`config.mk`:
```
export PLATFORM = sky130hd
export DESIGN_NAME = commit_monitor
export DESIGN_NICKNAME = d
export VERILOG_FILES = /design/src/rtl/commit_mon_pkg.sv /design/src/rtl/commit_prefix.sv /design/src/rtl/commit_monitor.sv
export SDC_FILE = /design/constraint.sdc
export NUM_CORES = 1
export LEC_CHECK = 0
export CELL_PAD_IN_SITES_DETAIL_PLACEMENT = 0
export CELL_PAD_IN_SITES_GLOBAL_PLACEMENT = 1
export CORE_MARGIN = 2
export CORE_UTILIZATION = 31
export DETAILED_ROUTE_END_ITERATION = 7
export GPL_TIMING_DRIVEN = 0
export PLACE_DENSITY = 0.89
export REMOVE_ABC_BUFFERS = 1
export SETUP_SLACK_MARGIN = 0.05
export SLEW_MARGIN = 20
export SYNTH_ARGS = -nofsm -noshare
export SYNTH_HDL_FRONTEND = slang
export SYNTH_SLANG_ARGS = --single-unit
```
`constraint.sdc`:
```
create_clock -name clk -period 6.05 [get_ports clk]
set_input_delay 1.21 -clock clk [delete_from_list [all_inputs] [get_ports clk]]
set_output_delay 1.21 -clock clk [all_outputs]
set_load 0.01 [all_outputs]
```
`src/rtl/commit_mon_pkg.sv`:
```
// Shared types and helpers for the retire-stream commit monitor.
package commit_mon_pkg;

   localparam int unsigned PC_W = 32;

   typedef enum logic [1:0] {
      ST_RUN       = 2'd0,
      ST_HALTED    = 2'd1,
      ST_TIMED_OUT = 2'd2
   } mon_state_e;

   // A retiring taken branch/jump whose target is itself: the program spins forever.
   function automatic logic is_self_loop(input logic            valid,
                                         input logic            br,
                                         input logic [PC_W-1:0] pc,
                                         input logic [PC_W-1:0] pc_next);
      return valid & br & (pc == pc_next);
   endfunction

endpackage

```
`src/rtl/commit_prefix.sv`:
```
// Qualifies retire channels up to and including the first self-loop and
// produces each channel's offset (qualified channels below it).
module commit_prefix #(
   parameter int unsigned NUM_CH = 2
) (
   input  logic [NUM_CH-1:0]                       valid,
   input  logic [NUM_CH-1:0]                       self_loop,
   input  logic                                    enable,
   output logic [NUM_CH-1:0]                       qual,
   output logic [NUM_CH*$clog2(NUM_CH+1)-1:0]      offset,
   output logic [$clog2(NUM_CH+1)-1:0]             count,
   output logic                                    loop_hit
);

   localparam int unsigned CNT_W = $clog2(NUM_CH + 1);

   logic [CNT_W-1:0] run_cnt;
   logic             blocked;

   // Walk channels low to high; a qualified self-loop masks everything above it.
   always_comb begin
      qual     = '0;
      offset   = '0;
      run_cnt  = '0;
      blocked  = 1'b0;
      loop_hit = 1'b0;
      for (int i = 0; i < int'(NUM_CH); i++) begin
         offset[i*CNT_W +: CNT_W] = run_cnt;
         if (enable && valid[i] && !blocked) begin
            qual[i] = 1'b1;
            run_cnt = run_cnt + CNT_W'(1);
            if (self_loop[i]) begin
               blocked  = 1'b1;
               loop_hit = 1'b1;
            end
         end
      end
      count = run_cnt;
   end

endmodule

```
`src/rtl/commit_monitor.sv`:
```
// Commit monitor: numbers retiring instructions, detects self-loops (halt),
// idle timeouts and non-contiguous retire valid patterns.
module commit_monitor
   import commit_mon_pkg::*;
#(
   parameter int unsigned NUM_CH  = 2,
   parameter int unsigned ORDER_W = 64,
   parameter int unsigned TIMEOUT = 1000
) (
   input  logic                      clk,
   input  logic                      rst,
   input  logic [NUM_CH-1:0]         commit_valid,
   input  logic [NUM_CH*PC_W-1:0]    commit_pc,
   input  logic [NUM_CH*PC_W-1:0]    commit_pc_next,
   input  logic [NUM_CH-1:0]         commit_br,
   output logic [NUM_CH*ORDER_W-1:0] order,
   output logic [NUM_CH-1:0]         commit_out,
   output logic                      halt,
   output logic                      timeout,
   output logic                      gap_err,
   output logic [ORDER_W-1:0]        retired
);

   localparam int unsigned CNT_W  = $clog2(NUM_CH + 1);
   localparam int unsigned IDLE_W = $clog2(TIMEOUT + 1);

   mon_state_e          state_q, state_d;
   logic [ORDER_W-1:0]  retired_q, retired_d;
   logic [IDLE_W-1:0]   idle_q, idle_d;
   logic                halt_q, halt_d;
   logic                timeout_q, timeout_d;
   logic                gap_q, gap_d;

   logic [NUM_CH-1:0]       self_loop;
   logic [NUM_CH-1:0]       qual;
   logic [NUM_CH*CNT_W-1:0] offset;
   logic [CNT_W-1:0]        count;
   logic                    loop_hit;
   logic                    enable;
   logic                    seen_zero;
   logic                    gap_c;

   // Per-channel self-loop predicate.
   always_comb begin
      self_loop = '0;
      for (int i = 0; i < int'(NUM_CH); i++) begin
         self_loop[i] = is_self_loop(commit_valid[i], commit_br[i],
                                     commit_pc[i*PC_W +: PC_W],
                                     commit_pc_next[i*PC_W +: PC_W]);
      end
   end

   // Gap detection: any clear valid bit below a set one.
   always_comb begin
      seen_zero = 1'b0;
      gap_c     = 1'b0;
      for (int i = 0; i < int'(NUM_CH); i++) begin
         if (!commit_valid[i]) begin
            seen_zero = 1'b1;
         end else if (seen_zero) begin
            gap_c = 1'b1;
         end
      end
   end

   // Commits are only qualified while running and out of reset.
   assign enable = rst & (state_q == ST_RUN);

   commit_prefix #(
      .NUM_CH (NUM_CH)
   ) u_prefix (
      .valid     (commit_valid),
      .self_loop (self_loop),
      .enable    (enable),
      .qual      (qual),
      .offset    (offset),
      .count     (count),
      .loop_hit  (loop_hit)
   );

   // Combinational per-channel order numbers.
   always_comb begin
      order = '0;
      for (int i = 0; i < int'(NUM_CH); i++) begin
         order[i*ORDER_W +: ORDER_W] = retired_q + ORDER_W'(offset[i*CNT_W +: CNT_W]);
      end
   end

   assign commit_out = qual;

   // Next-state: counting, halt on self-loop, timeout on sustained idleness.
   always_comb begin
      state_d   = state_q;
      retired_d = retired_q;
      idle_d    = idle_q;
      halt_d    = halt_q;
      timeout_d = timeout_q;
      gap_d     = gap_q | gap_c;
      case (state_q)
         ST_RUN: begin
            retired_d = retired_q + ORDER_W'(count);
            if (loop_hit) begin
               state_d = ST_HALTED;
               halt_d  = 1'b1;
               idle_d  = '0;
            end else if (count != '0) begin
               idle_d = '0;
            end else if (idle_q >= IDLE_W'(TIMEOUT - 1)) begin
               state_d   = ST_TIMED_OUT;
               timeout_d = 1'b1;
               idle_d    = IDLE_W'(TIMEOUT);
            end else begin
               idle_d = idle_q + IDLE_W'(1);
            end
         end
         ST_HALTED, ST_TIMED_OUT: begin
            state_d = state_q;
         end
         default: begin
            state_d = ST_RUN;
         end
      endcase
   end

   // State and counter registers.
   always_ff @(posedge clk or negedge rst) begin
      if (!rst) begin
         state_q   <= ST_RUN;
         retired_q <= '0;
         idle_q    <= '0;
         halt_q    <= 1'b0;
         timeout_q <= 1'b0;
         gap_q     <= 1'b0;
      end else begin
         state_q   <= state_d;
         retired_q <= retired_d;
         idle_q    <= idle_d;
         halt_q    <= halt_d;
         timeout_q <= timeout_d;
         gap_q     <= gap_d;
      end
   end

   assign halt    = halt_q;
   assign timeout = timeout_q;
   assign gap_err = gap_q;
   assign retired = retired_q;

endmodule

```
Yosys cells after proc, flatten, opt, wreduce, memory -nomap -nowiden --
Cells that the tools add are included.
Cells by class: $add $sub $neg 4, magnitude comparators 1, equality and inequality tests 6, mux-type cells 17, bitwise logic cells 9, reductions and logical operators 10
Operators with widths (count):
- $add A64 B2 Y64 | 2
- $eq A32 B32 Y1 | 2
- $mux W10 | 3
- $add A10 B1 Y10 const B | 1
- $ge A10 B10 Y1 const B | 1
- $mux W1 | 9
- $mux W2 | 4
- $and A1 B1 Y1 | 5
- $pmux W2 S2 | 1
- $reduce_and A4 Y1 | 1
- $logic_and A1 B1 Y1 | 3
- $ne A3 B2 Y1 const B | 1
- $ne A3 B3 Y1 const B | 1
- $not A1 Y1 | 3
- $reduce_and A3 Y1 | 1
- $add A1 B1 Y2 const B | 1
- $eq A2 B1 Y1 const B | 1
- $eq A2 B2 Y1 const B | 1
- $logic_not A2 Y1 | 1
- $reduce_and A2 Y1 | 1
- $reduce_bool A2 Y1 | 1
- $reduce_or A2 Y1 | 1
- $logic_not A1 Y1 | 1
- $or A1 B1 Y1 | 1
Word-level totals: register bits after elaboration 79, output and inout port bits 197

Depth between registers and ports, before layout --
depth after elaboration 11, mapped depth 17, depth with buffers taken out 17

Cells and area by module --
Synthesis repeated with hierarchy kept, for this count alone.
Second synthesis, totals: cell total of the unflattened synthesis 852, area, all modules 7226.9 um^2
By module, submodules not included:
- commit_monitor | instances 1, cells each 838, area an instance 7135.6 um^2, seq. area each 1976.9 um^2
- commit_prefix | instances 1, cells each 14, area an instance 91.3 um^2, seq. area each 0.0 um^2

Least setup slack after synthesis --
No wires, ideal clock.
path kind in2out, from input rst, to output order[96], data arrival time 3.369 ns, path slack 1.471 ns, stages on the path 9, buffers on the path 1, path through and3_1 > ha_1 > ha_1 > nand3_1 > or3_4 > or3_4 > buf_6 > nor2_2 > xor2_1
On the way: cells in the longest elaborated chain, start to end 4
RTL lines:
- from (decl) | RTL line commit_monitor.sv:11 | input logic rst,
- $and A1 B1 Y1 | RTL line commit_monitor.sv:67 | assign enable = rst & (state_q == ST_RUN);
- $logic_and A1 B1 Y1 | RTL line commit_prefix.sv:29 | if (enable && valid[i] && !blocked) begin
- $mux W1 | RTL line commit_prefix.sv:29
- $add A64 B2 Y64 | RTL line commit_monitor.sv:85 | order[i*ORDER_W +: ORDER_W] = retired_q + ORDER_W'(offset[i*CNT_W +: CNT_W]);
- to (decl) | RTL line commit_monitor.sv:16 | output logic [NUM_CH*ORDER_W-1:0] order,
No other way between the ends.

Worst setup path after layout --
from input commit_valid[0], to output order[96]
On the way: cells in the longest elaborated chain, start to end 3
RTL lines:
- from (decl) | RTL line commit_monitor.sv:12 | input logic [NUM_CH-1:0] commit_valid,
- $logic_and A1 B1 Y1 | RTL line commit_prefix.sv:29
- $mux W1 | RTL line commit_prefix.sv:29
- $add A64 B2 Y64 | RTL line commit_monitor.sv:85
No other way between the ends.

==> run_results.csv <==
group,metric,value,unit
synthesis,ys_ff_latch,79,
sta,maxSlewViolCount,0,
synthesis,yosys_warnings,0,
sta,final-setup-viol-count,0,
floorplan,die-area,21800,sq um
critical_path,worstPathMaxFanout,6,
routing,wl_per_cell,17.8,microns
global_route,grt_pass1_vias,6030,
synthesis,synth_cell_type_count,60,
final_layout,finalInstanceArea,9760,sq um
routing,routed_wl,22400,microns
final_layout,fillers,1943,
global_route,grt_antenna_before_repair,3,
critical_path,cp_top_family,"simple AND/OR/NAND/NOR gates",
floorplan,core_area,20200,sq um
outcome,outcome,"finished, final reports clean",
floorplan,io_pins,331,
global_route,overflow,0,
sta,finClkSkew,0.00946,ns
sta,final-hold-violation-count,0,
routing,vias,6135,
critical_path,worst_ep_arrival_time,4.49,ns
critical_path,startpoint_type,"input port",
synthesis,synth-seq-area-share,30.9,%
critical_path,cp_slowest_cell,"clkdlybuf4s50_1",
sta,max_freq,0.175,GHz
critical_path,crit_type,"in -> out",
sta,fin_setup_tns,0,ns
critical_path,cp_cell_sequence,"clkdlybuf4s50_1 > and3_2 > ha_1 > ha_2 > nand3_2 > or3_4 > or3_4 > nor2_2 > xor2_1 > clkdlybuf4s50_1",
critical_path,cp-end-kind,"output port",
floorplan,initial_core_util,31.6,%
clock_tree,clk_pin_slew,0.06,ns
placement,place_ws,-0.588,ns
sta,rsz0062_at_grt,"false",
placement,post_dp_cell_area,9350,sq um
power,power_density,135,nW/um^2
power,p_switching,273,uW
sta,finalWorstSetupSlack,0.346,ns
critical_path,timing.rr.start,"state_q[1]",
routing,routed_via_density,4.88,
critical_path,r2r_slack,0.62,ns
final_layout,area_growth,52.7,%
clock_tree,clk_latency,0.34,ns
synthesis,netlist_instances,729,
critical_path,cp_num_buf_inv,2,
critical_path,rr_worst_depth,17,
floorplan,die_w,148,microns
clock_tree,cts.sinks,79,
sta,fin_crit_sh,94.3,%
placement,hpwl,18400,microns
power,p_total,1.32,mW
power,seqPwrFrac,40.1,%
power,peakVddDrop,0.111,mV
sta,maxSlewHeadroom,40.8,%
power,combPwrFrac,11.6,%
placement,io_buffers,330,
clock_tree,tritoncts,"built",
global_route,grt_pass1_wl,34300,microns
routing,drc,0,
routing,drt-initial-drc-count,292,
critical_path,crit_required,4.84,ns
power,p_leak,3.92,nW
power,pwr-share-clk,48.4,%
clock_tree,clockBufferDepth,2,
synthesis,netlist_area,6390,sq um
clock_tree,cts_buffers,9,
critical_path,regToRegEndpoint,"retired[60]",
global_route,grt_max_degree,42,
global_route,grt_use_total,20.4,%
hold_path,hp-class,"reg -> reg",
hold_path,min_from,"gap_err",
hold_path,hold_depth,1,
power,switching_share,20.7,%
floorplan,rows,52,
clock_tree,cts-root-buf,"clkbuf_16",
sta,fin_crit,5.70,ns
routing,first_pass_iters,5,
hold_path,hold_end,"gap_err",
critical_path,slowest_delay,0.57,ns
power,intPower,1.05,mW
critical_path,crit_start,"commit_valid[0]",
clock_tree,htree_levels,3,
final_layout,drive_gt1_share,4.37,%
placement,globalplace.congestion,0.857,
clock_tree,cts_setup_buffers,0,
floorplan,die_y,148,microns
final_layout,final_nets,1124,
routing,antenna_left,0,
synthesis,synth.avg_cell_area,8.77,sq um
sta,worst_pin_slew,0.881,ns
flow_run,max_cap_violations,0,
## layer usage
metal,GRT usage [%],routed length (microns),vias to the layer above
li1,-,-,2917
met1,22.5,8300,2912
met2,39.2,12300,282
met3,4.29,1440,24
met4,5.43,394,0
met5,0,0,-
## worst register-to-register path, cell delays in order (launching register included)
cell	delay (ns)
dfrtp_1	0.39
inv_1	0.08
ha_1	0.72
and3_2	0.44
nand4_1	0.16
nor4_1	0.23
nand4_1	0.24
nor2b_1	0.25
ha_1	0.29
ha_1	0.16
inv_1	0.05
fa_1	0.39
nor2b_1	0.47
nand3_1	0.33
nor3_1	0.37
nor3b_2	0.44
nand3_1	0.17
xnor2_1	0.15
## layout make-up
type / instances / area, sq um / share of cell area (%)
inverter: 17 / 63.8 / 0.654
clock inverter: 5 / 106 / 1.09
clock buffer: 10 / 239 / 2.45
tap: 270 / 338 / 3.46
sequential: 79 / 1980 / 20.3
antenna: 3 / 7.51 / 0.0769
timing repair buffer: 332 / 3370 / 34.5
multi-input combinational: 542 / 3660 / 37.5
## layout by cell type (no fill, tap or decap), types with 2 or more instances in the layout
cell,count
nand2_1,70
diode_2,3
xnor2_1,94
clkbuf_16,10
nor2_2,5
nor2_1,62
nor3_1,16
o21ai_0,5
o22ai_1,3
and2_2,2
nor4_1,17
or3_4,2
bufinv_16,3
or4_1,3
xor2_1,87
and4_1,9
ha_1,7
nand3_1,43
nand2b_4,2
a22o_1,2
a221oi_1,2
inv_1,17
and3_1,15
or3_1,4
nor2b_1,3
and2_1,5
xnor2_2,2
o21a_1,4
nand2b_1,4
a21oi_1,11
clkdlybuf4s50_1,329
nand4_1,36
a32o_1,2
dfrtp_1,79
## power groups by stage
stage	registers (mW)	logic [mW]	clock network, mW
2_1_floorplan	0.538	0.0368	0
3_3_place_gp	0.538	0.149	0
3_5_place_dp	0.538	0.151	0
4_1_cts	0.528	0.152	0.653
5_1_grt	0.528	0.165	0.675
6_report	0.528	0.152	0.638
## worst max path at each step
stage	endpoint	slack, ns	depth (start not counted)
2_1_floorplan	order[104]	1.52	8
3_3_place_gp	retired[60]	-3.27	16
3_5_place_dp	retired[60]	-0.59	17
4_1_cts	retired[60]	0.08	17
5_1_grt	order[124]	0.1	11
6_report	order[96]	0.35	10
## kinds of logic (layout without fill, tap and decap cells)
kind of cell / Yosys count / count (layout) / synth area share, %
mux: 1 / 1 / 0.176
xor+xnor: 183 / 183 / 25.3
buf+inv: 108 / 364 / 12.0
compound gates: 39 / 39 / 4.19
simple gates: 310 / 310 / 25.5
flops: 79 / 79 / 30.9
other cells: 0 / 3 / 0
fa+ha+maj: 9 / 9 / 1.88
## per-stage QoR
stage	std cells	hold slack [ns]	utilization [%]
2_1_floorplan	638	0.470	-
3_3_place_gp	1238	0.443	46.1
3_5_place_dp	1239	0.447	46.2
4_1_cts	1254	0.461	48.0
5_1_grt	1258	0.476	48.2
6_report	1258	0.457	48.2
## sequential cells by signal (all words and copies together), names as in the netlist
name     cells
gap_err      1
retired     64
idle_q      10
state_q      2
timeout      1
halt         1
## cells in the mapped netlist (all sizes together)
master,n,area (sq um)
xnor2,96,856
xor2,87,762
dfrtp,79,1980
buf,77,598
nand2,71,269
nor2,67,259
nand3,44,220
nand4,37,238
nor4,18,119
inv,17,63.8
and3,16,100
nor3,16,80.1
clkbuf,14,106
a21oi,11,55.1
and4,10,88.8
ha,8,100
and2,7,46.3
nand2b,6,52.6
or3,6,47.5
o21ai,5,25.0
o21a,4,30.0
or4,4,33.8
nor2b,3,18.8
o22ai,3,18.8
a221oi,2,17.5
a22o,2,17.5
a32o,2,20.0
a211o,1,8.76
a211oi,1,7.51
a21o,1,7.51
a221o,1,10.0
a31oi,1,6.26
a41o,1,10.0
fa,1,20.0
mux2,1,11.3
nand3b,1,7.51
nand4bb,1,11.3
nor3b,1,7.51
nor4b,1,23.8
o211ai,1,7.51
o221ai,1,8.76
o2bb2ai,1,8.76
o32ai,1,8.76
or2,1,6.26
## repair_timing
item | 4_1_cts | 5_1_grt
gates cloned | 0 | 1
resized for setup | 7 | 3
endpoints found under the setup margin | 46 | 18
hold endpoints to repair | 0 | 0
hold buffers | 0 | 0
Power figures use the tool's default switching activity.
